## src/rtl/lcd_pixel_reader.sv

```systemverilog
// Read-back path for an 8080-style 8-bit LCD bus: strobes RDX, assembles RGB666
// pixels and packs key-color matches into a 1bpp mono word (LSB = first pixel).
module lcd_pixel_reader #(
    parameter int WIDTH = 18,
    parameter int RDL   = 4,
    parameter int RDH   = 4
) (
    input  logic             clk,
    input  logic             rst_n,
    input  logic [1:0]       sel,
    input  logic             go,
    output logic             busy,
    output logic [WIDTH-1:0] y,
    input  logic [WIDTH-1:0] a,
    input  logic [7:0]       lcd_d,
    output logic             lcd_rd_n,
    output logic             lcd_rden
);
    localparam int CMAX = (RDL > RDH) ? RDL : RDH;
    localparam int CW   = $clog2(CMAX + 1);

    // ONE covers the single-cycle register commands (SETKEY, GETMONO)
    typedef enum logic [1:0] {IDLE, ONE, LOW, HIGH} state_t;

    state_t           state, state_d;
    logic [CW-1:0]    cnt, cnt_d;
    logic [1:0]       left, left_d;
    logic [1:0]       cmd;
    logic [17:0]      key;
    logic [17:0]      pix_sr;
    logic [WIDTH-1:0] mono;
    logic             launch, cap, done;

    logic unused_ok;
    assign unused_ok = &{1'b0, lcd_d[1:0]};

    always_comb begin
        state_d = state;
        cnt_d   = cnt;
        left_d  = left;
        launch  = 1'b0;
        cap     = 1'b0;
        done    = 1'b0;
        case (state)
            IDLE: if (go) begin
                launch = 1'b1;
                if (sel == 2'd1 || sel == 2'd2) begin
                    state_d = LOW;
                    cnt_d   = CW'(RDL - 1);
                    left_d  = (sel == 2'd2) ? 2'd2 : 2'd0;
                end else begin
                    state_d = ONE;
                end
            end
            ONE: begin
                state_d = IDLE;
                done    = 1'b1;
            end
            LOW: if (cnt == '0) begin
                cap     = 1'b1;
                state_d = HIGH;
                cnt_d   = CW'(RDH - 1);
            end else begin
                cnt_d = cnt - 1'b1;
            end
            HIGH: if (cnt == '0) begin
                if (left != 2'd0) begin
                    state_d = LOW;
                    cnt_d   = CW'(RDL - 1);
                    left_d  = left - 1'b1;
                end else begin
                    state_d = IDLE;
                    done    = 1'b1;
                end
            end else begin
                cnt_d = cnt - 1'b1;
            end
            default: state_d = IDLE;
        endcase
    end

    // Strobes come straight from flops so RDX cannot glitch on multi-bit state changes
    always_ff @(posedge clk or negedge rst_n) begin
        if (!rst_n) begin
            state    <= IDLE;
            cnt      <= '0;
            left     <= 2'd0;
            busy     <= 1'b0;
            lcd_rd_n <= 1'b1;
            lcd_rden <= 1'b0;
        end else begin
            state    <= state_d;
            cnt      <= cnt_d;
            left     <= left_d;
            busy     <= (state_d != IDLE);
            lcd_rd_n <= (state_d != LOW);
            lcd_rden <= (state_d == LOW) || (state_d == HIGH);
        end
    end

    always_ff @(posedge clk or negedge rst_n) begin
        if (!rst_n) begin
            cmd    <= 2'd0;
            key    <= '0;
            pix_sr <= '0;
            mono   <= '0;
            y      <= '0;
        end else begin
            if (launch) begin
                cmd <= sel;
                if (sel == 2'd0)
                    key <= a[17:0];
            end
            // Three shifts fully overwrite the register, so no stale bytes survive
            if (cap)
                pix_sr <= {pix_sr[11:0], lcd_d[7:2]};
            if (done) begin
                case (cmd)
                    2'd1: mono <= '0;
                    2'd2: begin
                        y    <= WIDTH'(pix_sr);
                        mono <= {pix_sr == key, mono[WIDTH-1:1]};
                    end
                    2'd3: y <= mono;
                    default: ;
                endcase
            end
        end
    end
endmodule

```

## config.mk

```make
export PLATFORM = sky130hd
export DESIGN_NAME = lcd_pixel_reader
export DESIGN_NICKNAME = d
export VERILOG_FILES = /design/src/rtl/lcd_pixel_reader.sv
export SDC_FILE = /design/constraint.sdc
export NUM_CORES = 1
export LEC_CHECK = 0
export ABC_AREA = 1
export CORE_MARGIN = 1
export CORE_UTILIZATION = 29
export CTS_CLUSTER_DIAMETER = 100
export DETAILED_ROUTE_END_ITERATION = 16
export HOLD_SLACK_MARGIN = 0.03
export PLACE_DENSITY_LB_ADDON = 0.08
export SLEW_MARGIN = 0
export SYNTH_ARGS = -nofsm -noshare
export SYNTH_HDL_FRONTEND = slang
export SYNTH_SLANG_ARGS = --single-unit
```

## constraint.sdc

```tcl
create_clock -name clk -period 1.9 [get_ports clk]
set_input_delay 0.38 -clock clk [delete_from_list [all_inputs] [get_ports clk]]
set_output_delay 0.38 -clock clk [all_outputs]
set_load 0.05 [all_outputs]
```

==> results of run 1 <==
power breakdown:
group	total, mW	leakage (nW)	switching, mW	internal [mW]
registers	2.89	1.04	0.452	2.44
clock network	1.79	0.149	0.704	1.09
logic	3.16	1.20	2.06	1.10
layer usage:
layer  up-vias  GRT usage, %
met4         0          5.29
li1       1580             -
met3        13          3.43
met1      1508          19.7
met2        44          23.1
met5         -             0
through the flow:
stage / setup TNS, ns / utilization, % / total power, mW / setup WS [ns] / area (um^2)
final: 0 / 37.4 / 7.84 / 0.226 / 4930
after global routing: 0 / 37.4 / 8.44 / 0.0592 / 4930
after detailed placement: -0.124 / 35.0 / 6.13 / -0.0700 / 4610
after CTS: 0 / 37.4 / 7.96 / 0.183 / 4930
after global placement: -0.0792 / 35.0 / 6.11 / -0.0400 / 4610
after floorplan: 0 / - / 5.03 / 0.439 / 3910
layout by cell type (no fill, tap or decap):
cell type	count
a21oi_1	17
a21oi_4	1
a32oi_1	1
buf_12	2
buf_4	38
bufinv_16	1
clkbuf_1	1
clkbuf_16	9
clkbuf_8	2
clkdlybuf4s50_1	27
clkinv_2	2
clkinvlp_4	1
dfrtp_1	83
dfstp_2	1
dlygate4sd3_1	1
ha_1	7
inv_1	48
inv_2	2
mux2_1	1
mux2_2	4
nand2_1	148
nand2_2	1
nand2_4	1
nand3_1	11
nand3_2	1
nand3b_4	1
nor2_1	31
nor2_2	2
nor2_4	1
nor2_8	1
nor3_1	1
o21a_1	7
o21ai_0	62
o21ai_1	8
xnor2_1	3
worst reg2reg max path: stages, from the launching register on:
cell	delay [ns]
dfrtp_1	0.36
inv_1	0.11
ha_1	0.15
nand2_1	0.09
nand2_2	0.23
nand2_4	0.11
nor2_8	0.27
buf_4	0.20
o21a_1	0.10
worst paths after layout:
| kind | endpoint | cells past startpoint | slack [ns] |
|---|---|---|---|
| worst max-delay path | y[11]$_DFFE_PN0P_ | 8 | 0.23 |
| worst min register to register | y[13]$_DFFE_PN0P_ | 1 | 0.49 |
| worst max register to register | y[11]$_DFFE_PN0P_ | 8 | 0.23 |
| min in group clk | y[13]$_DFFE_PN0P_ | 1 | 0.49 |
| max in group asynchronous | key[17]$_DFFE_PN0P_ | 3 | 0.88 |
| worst min-delay path | y[15]$_DFFE_PN0P_ | 2 | 0.46 |
logic make-up (layout without fill, tap and decap cells):
kind of cell / count (synthesis) / after routing / share of synthesized area [%]
buf+inv: 70 / 134 / 7.77
xor+xnor: 3 / 3 / 0.671
simple gates: 199 / 199 / 21.0
fa+ha+maj: 7 / 7 / 2.24
mux: 5 / 5 / 1.44
compound gates: 96 / 96 / 13.1
flops: 84 / 84 / 53.7
sequential cells by signal (all words and copies together), names as in the netlist:
signal,flops
key,18
mono,18
pix_sr,18
y,18
cnt,3
cmd,2
left,2
state,2
busy,1
lcd_rd_n,1
lcd_rden,1
final cells by class:
class	count	area, um^2
Fill cell	1355	8260
Sequential cell	84	2100
Multi-Input combinational cell	310	1510
Timing Repair Buffer	68	606
Clock buffer	12	256
Tap cell	176	220
Inverter	50	188
Clock inverter	4	47.5
synth_stat cells, types with 2 or more instances:
| cell type | number | area, um^2 |
|---|---|---|
| xnor2_1 | 3 | 26.3 |
| clkbuf_1 | 6 | 22.5 |
| o21ai_0 | 62 | 310 |
| inv_2 | 2 | 7.51 |
| nor2_1 | 31 | 116 |
| ha_1 | 7 | 87.6 |
| mux2_2 | 4 | 45.0 |
| nor2_2 | 2 | 12.5 |
| clkbuf_2 | 2 | 10.0 |
| buf_6 | 2 | 22.5 |
| dfrtp_1 | 83 | 2080 |
| a21oi_1 | 17 | 85.1 |
| nand3_1 | 11 | 55.1 |
| o21ai_1 | 8 | 40.0 |
| nand2_1 | 148 | 556 |
| o21a_1 | 7 | 52.6 |
| buf_2 | 7 | 35.0 |
| inv_1 | 48 | 180 |
timing repair:
| item | CTS | global route |
|---|---|---|
| hold endpoints to repair | 14 | 0 |
| endpoints found under the setup margin | 0 | 0 |
| gates resized for setup | 0 | 0 |
| hold buffers | 1 | 0 |
==> run metrics, run 1 <==
vias in the first global route around 3,200; Cell Area, Synth slightly below 4000 um^2; Setup crit start kind register; EDFF count, synth 0; I/O pins 52; first-pass GRT wire length ~16,000 um; drt via density 4.47; Max-Cap Viols 0; ANT nets after route 0; ant diodes 0; TritonCTS Buffers 9; NumNets Final ~560; DRT Wirelength ~9400 um; clk_lat worst skew about 0.34 ns; row count 42; Area Growth Syn to Fin 25.9%; Worst EP required ~2.2 ns; Post-Route M1 WL about 4700 um; htree depth 3; WL/cell around 13 um; CP Capture Type register; clock root buffer clkbuf_16; status complete, no violations; final cell count without fillers 704; worst slew pin tran a little under 0.4 ns; die span in y 118 um; number of port buffers 49; largest net degree at the start of global routing 55; #FFs+latches synth 84; crit path kind reg -> reg; initial antenna violation count 0; WL met2 4270 um; Clk pin slew, worst setup/hold paths about 0.060 ns; core area roughly 13,000 um^2; Syn. warnings 0; Die Span X between 100 and 150 um; RePlAce Congestion 0.743; final hold vios 0; DR pass1 iterations 4; CP Cell Sequence inv_1 -> ha_1 -> nand2_1 -> nand2_2 -> nand2_4 -> nor2_8 -> buf_4 -> o21a_1; Layout Skew 0.00793 ns; post-CTS setup buffers 0; CTS Sinks 84; static leakage approximately 2.4 nW; CP bufs+invs 2; Initial Util between 20% and 30%; asr flop ratio synth 100%; sequential fraction of the synthesis area 53.7%; Syn Nets approximately 500; DR WL met3 about 300 um; hpwl dp between 6000 and 7000 um; worst hold margin roughly 0.46 ns; CTS tree built; minimum clock period ~1.7 ns; gr usage total between 10% and 20%; CP startpoint cnt[0]$_DFFE_PN0P_; max layer used met4; Arr. time, crit path between 1.5 and 2 ns; P per Cell Area around 1600 nW/um^2; grt total ovfl 0; post-synthesis cell type count 32; gate count of the mapped netlist 464; slowest stage delay, CP ~0.36 ns; CTS max path bufs 2; # DRC 0; crit-path max FO 22; Slowest-stage cell, CP dfrtp_1; Max Transition Viols Final 0; die area 14,000 um^2; fmax between 500 and 600 MHz; DRC violation total after the first TritonRoute iteration 171; Avg Cell Area, Syn around 8.4 um^2; RSZ-0062 raised after global routing no; Via Count around 3,100; # setup viols final 0; placed cells ~700; fin crit share between 80% and 90%; share of cells above drive strength 1 a little over an eighth; worst r2r src cnt[0]$_DFFE_PN0P_; CP top delay family simple AND/OR/NAND/NOR gates; Slew headroom between 70% and 80%; VDD IR max between 300 and 400 uV; Main synth FF type dfrtp_1; Hold Crit Class in -> async
Note: power is estimated with default switching activity, not from simulation.
==> run 2: changes to the inputs <==
Settings changed: CORE_ASPECT_RATIO set to 1.4, PLACE_DENSITY_LB_ADDON 0.08 to unset.
==> run 2 against run 1 <==
  * First-iteration DRC count fell by 23%
  * Critical endpoint is now y[3]$_DFFE_PN0P_
  * Largest cell class unchanged
  * Flip-flop and latch count unchanged
  * Combinational power fell by 2%
  * Sequential share of layout area hardly changed
  * Highest routed layer unchanged
==> run metrics, run 2 (synthesis gave the netlist of run 1 again) <==
status complete, no violations; power share of the sequential group 36.6% (-0.2 points); Clock Power Share 23.7% (+0.9 points); most frequent cells in the layout nand2_1, dfrtp_1, o21ai_0, inv_1, buf_4; Setup TNS 0 ns (unchanged); die area 14,000 um^2 (about the same); Die Span X 100 um (-15%); # DRC 0 (unchanged); hpwl dp 6450 um (-5.7%); commonest non-fill, non-tap cell in the layout nand2_1; Initial Util 30.1% (+0.44 points); first-pass GRT wire length 14,700 um (-6.4%); Most common cell on crit path nand2_1; Arr. time, crit path 2.03 ns (+0.07 ns); die span in y 139 um (+18%); final hold vios 0 (unchanged); met1 Resource Use GR 16.7% (-3.0 points); minimum clock period 1.74 ns (+0.0687 ns); Max Transition Viols Final 0 (unchanged); WL/cell 12.1 um (-9.2%); Final Cell Area 4920 um^2 (-0.10%); RePlAce Congestion 0.768 (+3.3%); worst slew pin tran 0.404 ns (+0.0187 ns); TritonCTS Buffers 9 (unchanged); CP Capture Type register; Switching Share 40.5% (-0.54 points); fmax 574 MHz (-3.9%); drt via density 4.42 (-1.1%); Setup crit start kind register; largest net degree at the start of global routing 44 (-20%); htree depth 3 (unchanged); CTS max path bufs 2 (unchanged); vias in the first global route 3,092 (-2.5%); CTS tree built; share of cells above drive strength 1 13.5% (+0.026 points); Worst EP required 2.18 ns (about the same); fin crit share 91.7% (+3.6 points); Slowest-stage cell, CP dfrtp_1; slowest stage delay, CP 0.37 ns (about the same); CP Cell Sequence inv_1 -> ha_1 -> nand2_1 -> nand2_2 -> nand2_4 -> nor2_8 -> buf_4 -> nand2_1 -> nand2_1; Via Count 3,116 (-0.92%); grt total ovfl 0 (unchanged); row count 49 (+17%); # setup viols final 0 (unchanged); Hold Crit Class in -> async; initial antenna violation count 0 (unchanged); CP startpoint cnt[0]$_DFFE_PN0P_; worst hold margin 0.487 ns (+0.0286 ns); clock root buffer clkbuf_16; M3 GR Usage 2.86% (-0.56 points); GR peak layer met2; CTS Sinks 84 (unchanged); Layout Skew 0.00956 ns (+0.00163 ns); Comb pwr share 39.6% (-0.7 points); static leakage 2.39 nW (about the same); worst r2r src cnt[0]$_DFFE_PN0P_; ant diodes 0 (unchanged); Tot Pwr 7.82 mW (-0.27%); met2 Usage GRT 22.1% (-0.99 points); NumNets Final 560 (-0.18%); core area 13,000 um^2 (-1.5%); DRT Wirelength 8520 um (-9.0%); DRC violation total after the first TritonRoute iteration 132 (-23%); number of port buffers 49 (unchanged); Slew headroom 73.0% (-1.2 points); Cell Area, Placed 4600 um^2 (-0.38%); Area Growth Syn to Fin 25.8%; crit-path max FO 20 (-9.1%); Clk pin slew, worst setup/hold paths 0.07 ns (about the same); Cell Int Power 4.66 mW (+0.64%); gr usage total 13.4% (-1.3 points); clk_lat worst skew 0.34 ns (about the same); P per Cell Area 1590 nW/um^2 (-0.17%); I/O pins 52 (unchanged); RSZ-0062 raised after global routing no; DR pass1 iterations 4 (unchanged); CTS resizes 0 (unchanged); switching power total 3.16 mW (-1.6%); crit path kind reg -> reg; VDD IR max 612 uV (+59%); ANT nets after route 0 (unchanged); Max-Cap Viols 0 (unchanged)
[run 2: cell types whose count changed in the layout (fill, tap and decap cells not counted), sizes merged]
cell and delta:
clkbuf -3, clkinv +2, buf -1, bufinv +1
[run 2: final cells by class]
| type | instances | area (um^2) |
|---|---|---|
| clock buffer | 9 | 225 |
| clock inverter | 7 | 91.3 |
| fill | 1406 | 8080 |
| inverter | 50 | 188 |
| multi-input combinational | 310 | 1510 |
| sequential | 84 | 2100 |
| tap | 178 | 223 |
| timing repair buffer | 67 | 586 |
[run 2: worst paths after layout]
path | endpoint | slack, ns | depth (start not counted)
worst max-delay path | y[3]$_DFFE_PN0P_ | 0.16 | 9
worst min-delay path | state[1]$_DFF_PN0_ | 0.49 | 2
worst max register to register | y[3]$_DFFE_PN0P_ | 0.16 | 9
worst min register to register | pix_sr[11]$_DFFE_PN0P_ | 0.49 | 2
max in group asynchronous | mono[0]$_DFFE_PN0P_ | 0.86 | 3
min in group clk | pix_sr[11]$_DFFE_PN0P_ | 0.49 | 2
[run 2: through the flow]
| stage | worst slack (ns) | util [%] | instances |
|---|---|---|---|
| 6_report | 0.158 | 37.9 | 705 |
| 4_1_cts | 0.121 | 37.9 | 705 |
| 5_1_grt | 0.00936 | 37.9 | 705 |
| 2_1_floorplan | 0.439 | - | 464 |
| 3_5_place_dp | -0.0466 | 35.4 | 688 |
| 3_3_place_gp | -0.00887 | 35.4 | 688 |
[run 2: per-layer routing]
metal	wire, um	up-vias
met5	0	-
met4	107	0
met3	310	8
met2	4330	53
met1	3780	1478
li1	-	1577
[run 2: worst max-delay path: cells and delay by family (launching register included)]
| family | cells | cell delay (ns) |
|---|---|---|
| buf+inv | 2 | 0.31 |
| flops | 1 | 0.37 |
| simple gates | 6 | 0.85 |
| fa+ha+maj | 1 | 0.16 |
[run 2: power by group through the flow]
stage / registers [mW] / logic, mW / clock network, mW
finish: 2.86 / 3.10 / 1.86
global route: 2.95 / 3.49 / 1.97
floorplan: 3.39 / 1.64 / 0
detailed placement: 2.90 / 3.14 / 0
CTS: 2.87 / 3.15 / 1.90
global placement: 2.89 / 3.07 / 0
[run 2: what timing repair did]
item,CTS,global route
endpoints found under the setup margin,0,0
setup buffers,0,0
hold buffers,1,0
endpoints found under the hold margin,25,0
==> run 3: changes to the inputs <==
Settings changed: CTS_CLUSTER_SIZE set to 12, PLACE_DENSITY set to 0.49.
==> run 3 against run 2 <==
  * Global-route usage grew 0.17 points
  * Hold slack lost 0.47 ns
  * Clock skew shrank 0.0016 ns
  * Worst setup slack gained 0.078 ns
  * Clock power shrank 16%
==> run metrics, run 3 (synthesis gave the netlist of run 1 again) <==
status complete, no violations; RePlAce Congestion 0.771 (+0.40%); CP Capture Type register; most frequent cells in the layout nand2_1, dfrtp_1, o21ai_0, inv_1, buf_4; Slew headroom 66.4% (-6.7 points); reg2reg end y[3]$_DFFE_PN0P_; Final Cell Area 4880 um^2 (-0.84%); minimum clock period 1.66 ns (-0.0781 ns); P per Cell Area 1550 nW/um^2 (-2.7%); DR pass1 iterations 4 (unchanged); Max Transition Viols Final 0 (unchanged); Slowest-stage cell, CP dfrtp_1; CTS tree built; initial antenna violation count 0 (unchanged); Via Count 3,080 (-1.2%); core area 13,000 um^2 (unchanged); CP top delay family simple AND/OR/NAND/NOR gates; Worst EP required 2.18 ns (about the same); NumNets Final 561 (+0.18%); largest net degree at the start of global routing 37 (-16%); ant diodes 0 (unchanged); CTS Sinks 84 (unchanged); Clk pin slew, worst setup/hold paths 0.06 ns (about the same); commonest non-fill, non-tap cell in the layout nand2_1; crit path kind reg -> reg; FF+latch area 2100 um^2 (unchanged); M3 GR Usage 2.76% (-0.10 points); first-pass GRT wire length 14,500 um (-1.2%); hpwl dp 6590 um (+2.2%); DRC violation total after the first TritonRoute iteration 117 (-11%); Arr. time, crit path 1.95 ns (-0.08 ns); GR peak layer met2; Tot Pwr 7.54 mW (-3.5%); Hold Crit Class in -> async; fmax 601 MHz (+4.7%); WL/cell 12.4 um (+2.3%); I/O pins 52 (unchanged); crit-path max FO 21 (+5.0%); flop2flop setup slack 0.24 ns (+0.08 ns); vias in the first global route 3,015 (-2.5%); Layout Skew 0.00799 ns (-0.00156 ns); die span in y 139 um (unchanged); final hold vios 0 (unchanged); die area 14,000 um^2 (unchanged); gr usage total 13.5% (+0.17 points); CTS max path bufs 2 (unchanged); static leakage 2.37 nW (-0.61%); Max-Cap Viols 0 (unchanged); Multi-input gate area 1510 um^2 (unchanged); # DRC 0 (unchanged); share of cells above drive strength 1 13.3% (-0.16 points); fin crit share 87.6% (-4.1 points); VDD IR max 530 uV (-13%); htree depth 3 (unchanged); Fill cells 1,411 (+0.36%); met2 Usage GRT 22.5% (+0.47 points); Die Span X 100 um (unchanged); DRT Wirelength 8710 um (+2.2%); number of port buffers 49 (unchanged); # setup viols final 0 (unchanged); ANT nets after route 0 (unchanged); Area Growth Syn to Fin 24.7%; hold-fix buffers at CTS 0 (-1); slowest stage delay, CP 0.35 ns (-0.02 ns); Cell Area, Placed 4620 um^2 (+0.60%); Setup TNS 0 ns (unchanged); FF-to-FF path depth 9 (unchanged); row count 49 (unchanged); met1 Resource Use GR 16.7% (+0.032 points); Initial Util 30.1% (unchanged); Most common cell on crit path nand2_1; CP Cell Sequence inv_1 -> ha_1 -> nand2_1 -> nand2_2 -> nand2_4 -> nor2_8 -> buf_4 -> nand2_1 -> nand2_1; drt via density 4.38 (-1.0%); CTS resizes 0 (unchanged); grt total ovfl 0 (unchanged); TritonCTS Buffers 9 (unchanged); CP bufs+invs 2 (unchanged); Setup crit start kind register; RSZ-0062 raised after global routing no; clock root buffer clkbuf_16; clk_lat worst skew 0.34 ns (about the same); worst slew pin tran 0.504 ns (+0.100 ns); post-CTS setup buffers 0 (unchanged); worst r2r src cnt[0]$_DFFE_PN0P_
[run 3: worst register-to-register path: cells and delay by family (launching register included)]
kind | cells | cell delay [ns]
flops | 1 | 0.35
fa+ha+maj | 1 | 0.15
simple gates | 6 | 0.81
buf+inv | 2 | 0.30
[run 3: per-stage QoR]
stage	util (%)	worst slack, ns	std cells	hold slack [ns]
after floorplan	-	0.439	464	0.0844
after global placement	35.6	-0.0478	690	0.390
after detailed placement	35.6	-0.0709	690	0.393
after CTS	37.6	0.208	704	0.0307
after global routing	37.6	0.0421	704	0.0519
final	37.6	0.236	704	0.0144
[run 3: layer usage]
| metal | routed length [um] | part of all wire [%] |
|---|---|---|
| met3 | 294 | 3.4 |
| met5 | 0 | 0 |
| met2 | 4370 | 50 |
| met1 | 3910 | 45 |
| met4 | 135 | 1.6 |
[run 3: worst max path at each step]
stage / start / to / slack [ns] / cells past startpoint
finish: cnt[0]$_DFFE_PN0P_ / y[3]$_DFFE_PN0P_ / 0.24 / 9
detailed placement: sel[1] / left[1]$_DFFE_PN0P_ / -0.07 / 10
global placement: sel[1] / left[0]$_DFFE_PN0P_ / -0.05 / 10
global route: cnt[0]$_DFFE_PN0P_ / y[2]$_DFFE_PN0P_ / 0.04 / 9
CTS: cnt[0]$_DFFE_PN0P_ / y[3]$_DFFE_PN0P_ / 0.21 / 9
floorplan: cmd[0]$_DFFE_PN0P_ / y[17]$_DFFE_PN0P_ / 0.44 / 6
[run 3: final cells by class]
class	instances	share of cell area (%)
clock inverters	3	0.308
inverters	50	3.85
repair buffers	68	12.4
clock buffers	11	4.97
flip-flops and latches	84	43.1
well taps	178	4.56
multi-input cells	310	30.9
[run 3: report_power, final]
group          switching [mW]  total [mW]  internal [mW]
clock network           0.665        1.56          0.899
registers               0.430        2.87           2.44
logic                    2.04        3.11           1.07
